$ cat src/rtl/ahb_pkg.sv
// Shared AHB encodings and arbiter state for the bus arbiter slice.
package ahb_pkg;

  typedef enum logic [1:0] {
    HTRANS_IDLE   = 2'd0,
    HTRANS_BUSY   = 2'd1,
    HTRANS_NONSEQ = 2'd2,
    HTRANS_SEQ    = 2'd3
  } htrans_e;

  typedef enum logic [2:0] {
    HBURST_SINGLE = 3'd0,
    HBURST_INCR   = 3'd1,
    HBURST_WRAP4  = 3'd2,
    HBURST_INCR4  = 3'd3,
    HBURST_WRAP8  = 3'd4,
    HBURST_INCR8  = 3'd5,
    HBURST_WRAP16 = 3'd6,
    HBURST_INCR16 = 3'd7
  } hburst_e;

  typedef enum logic [1:0] {
    HRESP_OKAY  = 2'd0,
    HRESP_ERROR = 2'd1,
    HRESP_RETRY = 2'd2,
    HRESP_SPLIT = 2'd3
  } hresp_e;

  typedef enum logic [1:0] {
    ARB_IDLE   = 2'd0,
    ARB_BUSY   = 2'd1,
    ARB_LOCKED = 2'd2
  } arb_state_e;

  // Beat count loaded on the NONSEQ of a fixed-length burst; 0 for SINGLE/INCR.
  function automatic logic [4:0] burst_beats(input hburst_e b);
    case (b)
      HBURST_WRAP4,  HBURST_INCR4:  burst_beats = 5'd4;
      HBURST_WRAP8,  HBURST_INCR8:  burst_beats = 5'd8;
      HBURST_WRAP16, HBURST_INCR16: burst_beats = 5'd16;
      default:                      burst_beats = 5'd0;
    endcase
  endfunction

endpackage

$ cat src/rtl/ahb_arb_rr_pick.sv
// Request picker: first requester found searching upward from (ptr + 1) mod NUM_MST.
module ahb_arb_rr_pick #(
  parameter int unsigned NUM_MST = 4,
  parameter int unsigned PW      = $clog2(NUM_MST)
) (
  input  logic [NUM_MST-1:0] req,
  input  logic [PW-1:0]      ptr,
  output logic [NUM_MST-1:0] gnt,
  output logic [PW-1:0]      idx,
  output logic               valid
);

  always_comb begin
    int unsigned pos;
    logic [PW-1:0] p;
    gnt   = '0;
    idx   = '0;
    valid = 1'b0;
    pos   = 0;
    p     = '0;
    for (int unsigned i = 1; i <= NUM_MST; i++) begin
      pos = (32'(ptr) + i) % NUM_MST;
      p   = PW'(pos);
      if (!valid && req[p]) begin
        valid  = 1'b1;
        idx    = p;
        gnt[p] = 1'b1;
      end
    end
  end

endmodule

$ cat src/rtl/ahb_bus_arbiter.sv
// AHB bus arbiter: registered one-hot grant, burst- and lock-aware re-arbitration.
// Define AHB_ARB_FIXED_PRIO_EN for fixed priority (lowest index) instead of round-robin.
module ahb_bus_arbiter
  import ahb_pkg::*;
#(
  parameter int unsigned NUM_MST = 4,
  parameter int unsigned DEF_MST = 0
) (
  input  logic                       clk,
  input  logic                       ahb_hreset_n,
  input  logic [NUM_MST-1:0]         mst_hbusreq,
  input  logic [NUM_MST-1:0]         mst_hlock,
  input  logic [1:0]                 ahb_htrans,
  input  logic [2:0]                 ahb_hburst,
  input  logic                       ahb_hready,
  input  logic [1:0]                 ahb_hresp,
  output logic [NUM_MST-1:0]         arb_hgrant,
  output logic [$clog2(NUM_MST)-1:0] arb_hmaster,
  output logic                       arb_hmastlock
);

  localparam int unsigned        PW      = $clog2(NUM_MST);
  localparam logic [NUM_MST-1:0] DEF_GNT = {{(NUM_MST-1){1'b0}}, 1'b1} << DEF_MST;
  localparam logic [PW-1:0]      DEF_IDX = PW'(DEF_MST);

  htrans_e            trans;
  hburst_e            burst;
  hresp_e             resp;
  arb_state_e         state_q, state_d;
  logic [NUM_MST-1:0] grant_q, grant_d, pick_gnt;
  logic [PW-1:0]      gidx_q, gidx_d, pick_idx, pick_ptr;
  logic [4:0]         cnt_q, cnt_d;
  logic               rel_q, rel_d;
  logic               pick_valid, win, rearb, burst_end, abort;

  assign trans = htrans_e'(ahb_htrans);
  assign burst = hburst_e'(ahb_hburst);
  assign resp  = hresp_e'(ahb_hresp);

  ahb_arb_rr_pick #(
    .NUM_MST (NUM_MST),
    .PW      (PW)
  ) u_pick (
    .req   (mst_hbusreq),
    .ptr   (pick_ptr),
    .gnt   (pick_gnt),
    .idx   (pick_idx),
    .valid (pick_valid)
  );

`ifdef AHB_ARB_FIXED_PRIO_EN
  // Search start of 0 turns the picker into a lowest-index priority encoder.
  assign pick_ptr = PW'(NUM_MST - 1);
`else
  logic [PW-1:0] ptr_q;

  always_ff @(posedge clk or negedge ahb_hreset_n) begin
    if (!ahb_hreset_n)
      ptr_q <= DEF_IDX;
    else if (win)
      ptr_q <= pick_idx;
  end

  assign pick_ptr = ptr_q;
`endif

  // Beat tracking: counter reaching 1 on an accepted SEQ marks the last beat.
  always_comb begin
    abort     = (resp == HRESP_RETRY) || (resp == HRESP_SPLIT);
    burst_end = (trans == HTRANS_SEQ) && (cnt_q == 5'd2);
    cnt_d     = cnt_q;
    if (abort)
      cnt_d = '0;
    else if (trans == HTRANS_NONSEQ)
      cnt_d = burst_beats(burst);
    else if ((trans == HTRANS_SEQ) && (cnt_q > 5'd1))
      cnt_d = cnt_q - 5'd1;

    rearb = ahb_hready &&
            ((trans == HTRANS_IDLE) ||
             ((trans == HTRANS_NONSEQ) && ((burst == HBURST_SINGLE) || (burst == HBURST_INCR))) ||
             burst_end || abort);
  end

  always_comb begin
    state_d = state_q;
    grant_d = grant_q;
    gidx_d  = gidx_q;
    rel_d   = rel_q;
    win     = 1'b0;
    if (rearb) begin
      if (mst_hlock[gidx_q]) begin
        state_d = ARB_LOCKED;
        rel_d   = 1'b0;
      end else if ((state_q == ARB_LOCKED) && !rel_q) begin
        // Lock just dropped: hold the bus for one more completed transfer.
        rel_d = 1'b1;
      end else begin
        rel_d = 1'b0;
        if (pick_valid) begin
          grant_d = pick_gnt;
          gidx_d  = pick_idx;
          state_d = ARB_BUSY;
          win     = 1'b1;
        end else begin
          grant_d = DEF_GNT;
          gidx_d  = DEF_IDX;
          state_d = ARB_IDLE;
        end
      end
    end
  end

  always_ff @(posedge clk or negedge ahb_hreset_n) begin
    if (!ahb_hreset_n) begin
      state_q       <= ARB_IDLE;
      grant_q       <= DEF_GNT;
      gidx_q        <= DEF_IDX;
      cnt_q         <= '0;
      rel_q         <= 1'b0;
      arb_hmaster   <= DEF_IDX;
      arb_hmastlock <= 1'b0;
    end else if (ahb_hready) begin
      state_q       <= state_d;
      grant_q       <= grant_d;
      gidx_q        <= gidx_d;
      cnt_q         <= cnt_d;
      rel_q         <= rel_d;
      arb_hmaster   <= gidx_q;
      arb_hmastlock <= mst_hlock[gidx_q];
    end
  end

  assign arb_hgrant = grant_q;

endmodule

$ cat config.mk
export PLATFORM = sky130hd
export DESIGN_NAME = ahb_bus_arbiter
export DESIGN_NICKNAME = d
export VERILOG_FILES = /design/src/rtl/ahb_pkg.sv /design/src/rtl/ahb_arb_rr_pick.sv /design/src/rtl/ahb_bus_arbiter.sv
export SDC_FILE = /design/constraint.sdc
export NUM_CORES = 1
export LEC_CHECK = 0
export CORE_UTILIZATION = 24
export CTS_BUF_LIST = sky130_fd_sc_hd__clkbuf_16
export DETAILED_ROUTE_END_ITERATION = 12
export GPL_TIMING_DRIVEN = 0
export PLACE_DENSITY = 0.52
export SYNTH_ARGS = -nofsm -noshare
export SYNTH_HDL_FRONTEND = slang
export SYNTH_HIERARCHICAL = 1
export SYNTH_SLANG_ARGS = --single-unit
$ cat constraint.sdc
create_clock -name clk -period 4.6 [get_ports clk]
set_input_delay 0.69 -clock clk [delete_from_list [all_inputs] [get_ports clk]]
set_output_delay 0.69 -clock clk [all_outputs]
set_load 0.005 [all_outputs]
==> results.txt <==
Total congestion overflow = 0
Non-filler instance count after layout = 300
Mapped cell area = 1690 µm²
Warnings from Yosys = 6
Area growth from synthesis to layout = 23.8%
Area share of and/or/nand/nor cells after synthesis = 0.206
Total CTS buffers = 3
First-iteration detailed-routing DRC count = 52
Maximum clock insertion buffer count = 2
Combinational family with the most area after synthesis = simple AND/OR/NAND/NOR gates
Final TNS setup = 0 ns
Post-CTS resize count = 0
Vias per std cell = 4.81
Fill cell count = 741
Crit path buf inv count = 5
Total of buffers placed on input and output ports = 20
Clock Sink Count = 19
Final routed wire length divided by cell count = 13.1 µm
Final HPWL from detailed placement = 2990 µm
Nets@finish = 234
Result of the run = completed
Final WL = 3940 µm
Setup violators final = 0
Clk pin slew, worst setup/hold paths = 0.06 ns
Leak Pwr = 0.880 nW
Critical path peak fanout = 10
Yosys reg bits = 19
Worst Path Arrival = 3.43 ns
Hold Fails Final Rpt = 0
Net Sw Frac = 0.403
Post-Place Cell Area = 2010 µm²
Share of post-route cells with drive strength above 1 = 0.152
Share of total power in sequential cells = 0.263
Later-pin clock latency in the skew report = 0.25 ns
H-tree level count = 1
Die Outline Area = 7390 µm²
Clock period minus final worst setup slack = 3.24 ns
Adder and majority gate portion of the synthesized area = 0.0813
Number of enable flip-flop cells after synthesis = 0
Clk network pwr share = 0.159
Post-CTS setup buffer count = 0
Max-capacitance violation count = 0
Critical path start-end classification = flop to flop
Remaining max-slew budget at the tightest pin = 0.436
Maximum number of pins on one net before global-route repair = 20
Post-synth ARST share = 1.00
Critical path, cell by cell = buf_6 > buf_2 > inv_1 > ha_1 > clkbuf_1 > inv_1 > a31oi_1 > o31ai_1 > a2111o_1 > nand2b_1 > mux2_4
Setup repair after global routing missed its margin = false
Count of pins on the block boundary = 25
Number of nets with antenna violations after routing = 0
Cells after synthesis = 180
GRT Resource Usage Total = 0.118
Period utilization = 0.705
Skew final = 0.00306 ns
Die Wd = 86.0 µm
First-pass GRT wire length = 6890 µm
Chip Height = 86.0 µm
Hold Slack = 0.482 ns
Diodes inserted = 0
VDD IR-drop max = 0.203 mV
Max-slew violation count = 0
CP peak stage delay = 0.48 ns
Maximum frequency from static timing analysis = 0.308 GHz
Proportion of synthesized area in mux cells = 0.147
Synthesized area per cell = 9.40 µm²
Transition time at the pin with the least slew margin = 0.844 ns
Combinational share of power = 0.578
Power dissipated by switching net loads = 0.467 mW
Inst Count DP = 296
Unique masters post-synth = 51
Post-synthesis net count = 209
Detailed-routing iteration count for the pre-antenna-repair pass = 4
Number of rows in the core area = 30
Cell occurring most often along the worst timing path = sky130_fd_sc_hd__inv_1
Post-synthesis compound-gate area fraction = 0.205
Required time of the critical path = 4.78 ns
Power density cells = 553 nW/µm²
CTS tree = done
Worst Hold Class = flop to flop
Number of hold buffers added after CTS = 0
DR vias = 1442
Via count of the first global-routing pass = 1438
Delay-heaviest family, CP = buffers and inverters
Initial cell density of the core = 0.249
Crit. End Element = flop
Placer congestion estimate = 0.859
Final instance area = 2100 µm²
Post-layout util = 0.308
Cell chosen for the clock root = sky130_fd_sc_hd__clkbuf_16
Residual DRC = 0
Synthesized-area fraction occupied by xor and xnor cells = 0
Most used DFF post-synth = sky130_fd_sc_hd__dfrtp_1
Commonest non-fill, non-tap cells in the layout = 20 x sky130_fd_sc_hd__inv_1, 20 x sky130_fd_sc_hd__clkdlybuf4s50_1, 18 x sky130_fd_sc_hd__dfrtp_1
Core Region = 6790 µm²
Worst-path cell with the longest stage delay = sky130_fd_sc_hd__dfrtp_1
Proportion of synthesized chip area in sequential cells = 0.282
Cell Int Power = 0.691 mW
Worst setup SP type = flop
Number of antenna violations at the first check in global routing = 0
layout make-up:
cell class / count / area [µm²] / area share
multi-input combinational: 131 / 1080 / 0.517
sequential: 19 / 477 / 0.227
timing repair buffer: 20 / 200 / 0.0955
tap: 96 / 120 / 0.0573
clock buffer: 3 / 75.1 / 0.0358
inverter: 20 / 75.1 / 0.0358
buffer: 10 / 57.6 / 0.0275
clock inverter: 1 / 7.51 / 0.00358
stage by stage:
stage | total power, mW | setup slack (ns)
2_1_floorplan | 0.788 | 1.88
3_3_place_gp | 0.978 | 1.34
3_5_place_dp | 0.982 | 1.33
4_1_cts | 1.18 | 1.31
5_1_grt | 1.27 | 0.987
6_report | 1.16 | 1.36
power groups by stage:
| stage | logic [mW] | clock network, mW | registers, mW |
|---|---|---|---|
| 2_1_floorplan | 0.497 | 0 | 0.291 |
| 6_report | 0.670 | 0.184 | 0.305 |
| 4_1_cts | 0.677 | 0.191 | 0.307 |
| 5_1_grt | 0.760 | 0.198 | 0.316 |
| 3_3_place_gp | 0.671 | 0 | 0.307 |
| 3_5_place_dp | 0.673 | 0 | 0.309 |
per-layer routing:
layer	up-vias	share of wire	track usage	wire (µm)
met3	6	0.018	0.00962	71
met5	-	0	0	0
met2	22	0.46	0.190	1810
met1	695	0.50	0.157	1970
li1	719	-	-	-
met4	0	0.023	0.0621	90
path summary, 6_finish.rpt:
check | start | endpoint | slack (ns) | cells past startpoint
max | pick_ptr[0] | arb_hgrant[0] | 1.36 | 11
min | state_q[0] | state_q[0] | 0.48 | 1
max in group asynchronous | ahb_hreset_n | arb_hgrant[1] | 3.16 | 1
min reg2reg | state_q[0] | state_q[0] | 0.48 | 1
min in group asynchronous | ahb_hreset_n | arb_hmaster[0] | 0.92 | 1
max reg2reg | pick_ptr[0] | arb_hgrant[0] | 1.36 | 11
synth_stat cells, drive strengths merged, types with 2 or more instances:
cell type  instances  area [µm²]
ha                11         138
nand2             13        48.8
o2bb2ai            3        26.3
nand4              7        58.8
o221ai             2        17.5
nor2               7        26.3
a2111o             4        45.0
clkbuf             4        15.0
nor3               2        10.0
o21ai              6        30.0
buf                6        42.5
a21oi              5        25.0
a31oi              6        37.5
o31ai              4        30.0
dfrtp             18         450
inv               20        75.1
nand3              3        27.5
nand2b             4        25.0
or3                4        25.0
mux4               3        67.6
nor3b              3        22.5
mux2               8         101
or4b               2        20.0
nor2b              2        20.0
a32oi              2        17.5
a211oi             3        22.5
nand3b             2        15.0
mux2i              8        80.1
or3b               2        17.5
state kept, by name, summed over array words and instances, names as in the netlist:
register and count:
rel_q 1, pick_ptr 2, state_q 2, gidx_q 2, arb_hmastlock 1, cnt_q 5, arb_hmaster 2, arb_hgrant 4
cells by family after synthesis:
kind of cell / after synthesis
muxes: 19
adders and majority gates: 11
buffers and inverters: 30
and+or+nand+nor: 55
DFF: 19
AOI/OAI and AO/OA: 46
(Power assumes the default switching activity.)
